## config.mk

```make
export PLATFORM = sky130hd
export DESIGN_NAME = cp0_unit
export DESIGN_NICKNAME = d
export VERILOG_FILES = /design/src/rtl/cp0_unit.sv
export SDC_FILE = /design/constraint.sdc
export NUM_CORES = 1
export LEC_CHECK = 0
export ABC_AREA = 1
export BUFFER_PORTS_ARGS = -buffer_cell sky130_fd_sc_hd__buf_2
export CAP_MARGIN = 20
export CORE_MARGIN = 4
export CORE_UTILIZATION = 49
export CTS_BUF_LIST = sky130_fd_sc_hd__clkbuf_4 sky130_fd_sc_hd__clkbuf_8 sky130_fd_sc_hd__clkbuf_16
export CTS_CLUSTER_DIAMETER = 80
export DETAILED_ROUTE_END_ITERATION = 8
export PLACE_DENSITY_LB_ADDON = 0.12
export SLEW_MARGIN = 20
export SYNTH_ARGS = -nofsm -noshare
export SYNTH_HDL_FRONTEND = slang
export SYNTH_SLANG_ARGS = --single-unit
```

## constraint.sdc

```tcl
create_clock -name clk -period 1.9 [get_ports clk]
set_input_delay 0.19 -clock clk [delete_from_list [all_inputs] [get_ports clk]]
set_output_delay 0.19 -clock clk [all_outputs]
set_load 0.02 [all_outputs]
```

## src/rtl/cp0_unit.sv

```systemverilog
// Coprocessor 0: exception/interrupt arbitration, SR/Cause/EPC/PRId registers,
// and the mfc0/mtc0/eret datapath serving the M stage.
module cp0_unit #(
    parameter logic [31:0] PRID_VALUE = 32'h0000_2020
) (
    input  logic        clk,
    input  logic        reset_n,
    input  logic [4:0]  A1,
    input  logic [4:0]  A2,
    input  logic [31:0] DIn,
    input  logic        we,
    input  logic [31:0] PC_M,
    input  logic        BD_M,
    input  logic [4:0]  ExcCode_M,
    input  logic [5:0]  HWInt,
    input  logic        EXLClr,
    output logic        IntReq,
    output logic [31:0] EPC_out,
    output logic [31:0] DOut
);

    localparam logic [4:0] RegSr    = 5'd12;
    localparam logic [4:0] RegCause = 5'd13;
    localparam logic [4:0] RegEpc   = 5'd14;
    localparam logic [4:0] RegPrid  = 5'd15;

    logic [5:0]  im_q, im_d;
    logic        exl_q, exl_d;
    logic        ie_q, ie_d;
    logic        bd_q, bd_d;
    logic [5:0]  ip_q, ip_d;
    logic [4:0]  exc_code_q, exc_code_d;
    logic [31:0] epc_q, epc_d;

    logic        int_pend;
    logic        exc_pend;
    logic [31:0] victim_pc;

    assign int_pend  = (|(HWInt & im_q)) & ie_q & ~exl_q;
    assign exc_pend  = (ExcCode_M != 5'd0) & ~exl_q;
    // Exception codes may still be arriving while reset is held; never request then.
    assign IntReq    = reset_n & (int_pend | exc_pend);
    assign victim_pc = BD_M ? (PC_M - 32'd4) : PC_M;
    assign EPC_out   = epc_q;

    always_comb begin
        im_d       = im_q;
        exl_d      = exl_q;
        ie_d       = ie_q;
        bd_d       = bd_q;
        ip_d       = HWInt;
        exc_code_d = exc_code_q;
        epc_d      = epc_q;
        if (IntReq) begin
            // The victim does not commit, so a same-cycle mtc0/eret is dropped.
            exl_d      = 1'b1;
            exc_code_d = int_pend ? 5'd0 : ExcCode_M;
            bd_d       = BD_M;
            epc_d      = victim_pc & ~32'h0000_0003;
        end else begin
            if (we) begin
                case (A2)
                    RegSr: begin
                        im_d  = DIn[15:10];
                        exl_d = DIn[1];
                        ie_d  = DIn[0];
                    end
                    RegEpc:  epc_d = DIn;
                    default: ;
                endcase
            end
            // Placed after the mtc0 decode so eret wins on the EXL bit.
            if (EXLClr) begin
                exl_d = 1'b0;
            end
        end
    end

    always_ff @(posedge clk or negedge reset_n) begin
        if (!reset_n) begin
            im_q       <= '0;
            exl_q      <= 1'b0;
            ie_q       <= 1'b0;
            bd_q       <= 1'b0;
            ip_q       <= '0;
            exc_code_q <= '0;
            epc_q      <= '0;
        end else begin
            im_q       <= im_d;
            exl_q      <= exl_d;
            ie_q       <= ie_d;
            bd_q       <= bd_d;
            ip_q       <= ip_d;
            exc_code_q <= exc_code_d;
            epc_q      <= epc_d;
        end
    end

    always_comb begin
        DOut = '0;
        case (A1)
            RegSr:    DOut = {16'd0, im_q, 8'd0, exl_q, ie_q};
            RegCause: DOut = {bd_q, 15'd0, ip_q, 3'd0, exc_code_q, 2'b00};
            RegEpc:   DOut = epc_q;
            RegPrid:  DOut = PRID_VALUE;
            default:  DOut = '0;
        endcase
    end

endmodule

```

======== Word-level counts from Yosys, hierarchy flattened ========
Index checks and enable logic that the tools add are counted.
word-level totals
  flip-flop bits (word level) ............. 52
  latch bits .............................. 0
  bits in writable memories ............... 0
  bits in read-only memories .............. 0
  input port bits ......................... 90
  output and inout bits ................... 65
  word-level logic and storage cells ...... 41
  memories ................................ 0
cells by class
  add/subtract/negate cells ............... 1
  multipliers ............................. 0
  div/mod/pow operators ................... 0
  order comparisons ....................... 0
  equal/unequal tests ..................... 6
  shifts and indexed selects .............. 0
  muxes and demuxes ....................... 10
  bitwise logic cells ..................... 8
  reduce and logical (&&, ||, !) cells .... 9
operators by type and width
  kind                                                 number
  2-to-1 mux 32 bit                                    4
  one-hot mux 32 bit (4 select lines)                  1
  subtractor 32 x 3 -> 32 bit, second input constant   1
  equality test 5 x 4 -> 1 bit, second input constant  6
  bitwise AND 6 bit                                    1
  nonzero test 3 bit                                   2
  OR reduction 6 bit                                   1
  2-to-1 mux 5 bit                                     1
  nonzero test 5 bit                                   1
  bitwise AND 1 bit                                    4
  2-to-1 mux 1 bit                                     4
  AND reduction 2 bit                                  2
  nonzero test 2 bit                                   2
  AND reduction 3 bit                                  1
  NOT 1 bit                                            2
  bitwise OR 1 bit                                     1

======== Longest topological paths before layout ========
  word-level depth ........................ 8
  gate-level depth with buffers ........... 13
  depth with buffers taken out ............ 13

======== Worst setup path after synthesis ========
OpenSTA, ideal clock, no wires.
  path type ............................... reg2reg
  start point ............................. register im_q[2]
  end point ............................... register epc_q[8] (netlist: EPC_out[8])
  setup time .............................. 113 ps
  arrival time ............................ 1291 ps
  slack ................................... 496 ps
  cell stages (with the launch flop) ...... 11
  buffers on the path ..................... 2
  cell sequence ........................... dfrtp_1 -> nand2_1 -> nand3_2 -> o21ai_4 -> nand2_2 -> nand2_4 -> buf_6 -> buf_6 -> nand3_1 -> nand2_1 -> inv_1
between the ends
  word-level cells in the longest chain between the ends .. 8
RTL lines
  element                            RTL line  source
  start: declaration                 27        logic [5:0] im_q, im_d;
  start signal: assignment           89        im_q <= im_d;
  bitwise AND 6 bit *                39        assign int_pend = (|(HWInt & im_q)) & ie_q & ~exl_q;
  OR reduction 6 bit *               39
  bitwise AND 1 bit * (2 in series)  39
  bitwise OR 1 bit *                 42        assign IntReq = reset_n & (int_pend | exc_pend);
  bitwise AND 1 bit *                42
  nonzero test 2 bit (no line)       --
  AND reduction 2 bit (no line)      --
  end signal: assignment             95        epc_q <= epc_d;
  end: declaration                   33        logic [31:0] epc_q, epc_d;
Mark *: on every way between the ends. The rest lies on a longest branch, timed or not.
A chain may end at the register's enable or synchronous reset.

======== Final worst setup path ========
  start point ............................. register im_q[1]
  end point ............................... output port IntReq
between the ends
  word-level cells in the longest chain between the ends .. 6
RTL lines
  element                          RTL line  source
  bitwise AND 6 bit                39
  OR reduction 6 bit               39
  bitwise AND 1 bit (2 in series)  39
  bitwise OR 1 bit                 42
  bitwise AND 1 bit                42
  end: declaration                 17        output logic IntReq,
Every way passes these cells.

==> flow_summary_export.csv <==
group,metric,value,unit
run_status,run_status,"finished clean",
synth,ys_seq_area_share,35.3,%
cts,h-tree-depth,2,
sta,fmax,0.554,GHz
critical_path,path_class,"reg2out",
synth,synth-seq-cells,52,
power,power,0.00336,W
critical_path,cp-end-kind,"output pin",
layout,instances_no_fill,830,
synth,synth_xor_area_share,3.09,%
cts,clk_latency,0.31,ns
sta,tightest_slew,0.684,ns
route,drt_iter0_drc,245,
floorplan,core-area,0.00729,mm^2
global_routing,grt_use_total,24.4,%
route,first_pass_iters,5,
critical_path,start_kind,"flip-flop",
global_routing,grt_pass1_vias,3642,
flow_run,cap_viol_max_count,0,
placement,dpl.cell_count,816,
synth,synth_area_per_cell,6.36,um^2
global_routing,grt-ovfl-total,0,
route,drc,0,
cts,cts_tree,"built",
power,power_density,718,mW/mm^2
route,vias,4117,
cts,cts_num_sinks,52,
critical_path,crit_fanout,23,
synth,syn_inst,580,
cts,cts_made_buffers,5,
sta,hold_violations,0,
route,ant_nets,0,
placement,portBuffers,152,
sta,final.setup_skew,0.0133,ns
global_routing,antenna_found_initial,0,
sta,fin_setup_tns,0,ns
worst_hold_path,worstHoldPathType,"in2async",
sta,relSlewSlack,54.4,%
layout,final_area,0.00467,mm^2
synth,syn_area,0.00369,mm^2
sta,rsz0062_at_grt,"false",
floorplan,initial_core_util,50.6,%
synth,synth_area_leader_cell,"dfrtp_1",
floorplan,ios,155,
cts,cts.path.max_buffers,2,
synth,synth_warnings,0,
synth,synth.distinct_cells,30,
floorplan,rows,31,
layout,nets,821,
placement,place_ws,0.210,ns
route,viasPerCell,4.96,
cts,clockRootBuffer,"clkbuf_8",
sta,finalCriticalPeriod,1.81,ns
placement,hpwl,8820,um
global_routing,grt_pass1_wl,17500,um
sta,fin_crit_sh,95.1,%
power,p_leak,2.69,nW
floorplan,die_x,94.7,um
synth,synth_top_family_by_area,"simple AND/OR/NAND/NOR gates",
global_routing,grt_start_max_net_pins,53,
critical_path,cp_num_buf_inv,2,
synth,muxShareOfSynthArea,0,%
floorplan,die-area,0.00898,mm^2
layout,area.growth.synth_to_final,26.8,%
critical_path,worstPathCellList,"nand2_1, nand3_1, o21ai_4, nand2_2, nand2_8, inv_6, buf_2",
critical_path,critPathSlowestCell,"dfrtp_1",
critical_path,required,1.71,ns
layout,n_antenna_cell,0,
layout,final_layout_size_suffix_gt1_share,24.6,%
sta,layout_setup_ws,0.0936,ns
synth,synthTopCellsByArea,"dfrtp_1, nand2_1, nor2_1",
synth,synth-adder-area-share,0.339,%
critical_path,r2r_setup_slack,0.26,ns
synth,yosys.area_share.simple,40.7,%
cts,clkSlewWorstSetupHoldPaths,0.10,ns
route,routed_wl,11200,um
floorplan,die_h,94.7,um
placement,postPlaceCellArea,0.00451,mm^2
route,wl_per_cell,13.4,um
critical_path,cpLargestDelayFamily,"simple AND/OR/NAND/NOR gates",
placement,place_congestion,0.916,
critical_path,arrival,1.62,ns
sta,drv_slew,0,
critical_path,slowest_delay,0.41,ns
sta,setup_viol,0,
power,ir_worst_vdd,0.352,mV
synth,synth-compound-area-share,9.57,%
synth,synth_top_cell_area_share,35.3,%
synth,synthesis.nets,671,
## power breakdown
part	switching, W	total (W)	internal [W]
registers	0.000189	0.00152	0.00133
logic	0.000739	0.00117	0.000429
clock network	0.000372	0.000668	0.000296
total	0.00130	0.00336	0.00206
## placed cells by master, fill, tap and decap left out
cell type        n
o21ai_1         13
nand2_1        214
ha_1             1
buf_2          152
xor2_1          10
dlygate4sd3_1    5
nand4_1          5
a22o_1           7
clkinvlp_4       2
o21ai_0         28
nor4_2           1
inv_6            1
nor2_4           1
o21ai_4          1
nand3_1         54
nand2_8          1
nand3b_1         2
a21oi_1          2
clkbuf_8         6
xnor2_1          3
nor2_2           1
nand3_2          3
buf_4            5
inv_2            2
o211ai_1         2
and2_1           1
nand2_2          2
dfrtp_1         52
nor2_1          76
o21bai_1         6
buf_12           2
inv_1           69
nor3_1           1
## metrics by stage
stage / utilization [%] / hold slack (ns)
2_1_floorplan: - / -0.106
3_3_place_gp: 61.8 / 0.316
3_5_place_dp: 61.8 / 0.319
4_1_cts: 63.5 / 0.00219
5_1_grt: 64.1 / 0.00216
6_report: 64.1 / 0.00265
## worst register-to-register path, stage by stage (launching register included)
cell and delay (ns):
dfrtp_1 0.41, nand2_1 0.08, nand3_1 0.13, o21ai_4 0.20, nand2_2 0.10, nand2_8 0.12, buf_4 0.22, o21ai_0 0.10
o21ai_0 0.10, nand2_1 0.06
## metal layers
layer | up-vias | share of wire (%) | routed length (um) | GRT usage, %
met3 | 16 | 7.2 | 803 | 2.95
li1 | 2100 | - | - | -
met2 | 173 | 45 | 5080 | 38.8
met1 | 1828 | 46 | 5130 | 35.8
met4 | 0 | 1.3 | 150 | 5.05
met5 | - | 0 | 0 | 0
## sequential cells by signal, summed over array words and instances (netlist names)
| register | flops |
|---|---|
| bd_q | 1 |
| ie_q | 1 |
| im_q | 6 |
| exc_code_q | 5 |
| EPC_out | 32 |
| ip_q | 6 |
| exl_q | 1 |
## logic make-up (layout without fill, tap and decap cells)
logic type,count (synthesis),after routing
simple gates,362,362
buf+inv,93,244
compound gates,59,59
flops,52,52
xor+xnor,13,13
fa+ha+maj,1,1
## final cells by class
| cell class | count | area (um^2) |
|---|---|---|
| Clock buffer | 6 | 82.6 |
| Clock inverter | 2 | 15.0 |
| Fill cell | 753 | 2620 |
| Inverter | 72 | 275 |
| Multi-Input combinational cell | 435 | 1990 |
| Sequential cell | 52 | 1300 |
| Tap cell | 99 | 124 |
| Timing Repair Buffer | 164 | 888 |
## synthesized netlist by cell type
cell type / number
inv_2: 3
nand3_1: 54
buf_4: 1
and2_1: 1
nand2_1: 214
o21ai_1: 13
dfrtp_1: 52
ha_1: 1
a22o_1: 7
nor2_4: 1
o21ai_4: 1
nand2_4: 1
clkbuf_1: 7
o21ai_0: 28
nor3_1: 1
a21oi_1: 2
nand2_2: 2
nand3_2: 3
nor4_2: 1
o21bai_1: 6
nor2_1: 76
nor2_2: 1
inv_1: 69
o211ai_1: 2
buf_2: 7
nand3b_1: 2
xnor2_1: 3
xor2_1: 10
nand4_1: 5
buf_6: 6
## repair_timing
action,4_1_cts,5_1_grt
gates resized for setup,1,2
pin swaps,1,0
hold buffers,2,3
endpoints found under the hold margin,2,3
buffers inserted,1,0
endpoints found under the setup margin,1,1
## final timing paths
path / startpoint / endpoint / cells past startpoint
max: im_q[1] / IntReq / 7
min: reset_n / ip_q[3] / 2
max reg2reg: im_q[1] / EPC_out[15] / 9
min reg2reg: exc_code_q[3] / exc_code_q[3] / 2
max in group asynchronous: reset_n / im_q[1] / 2
min in group clk: HWInt[5] / ip_q[5] / 1
(Power assumes the default switching activity.)
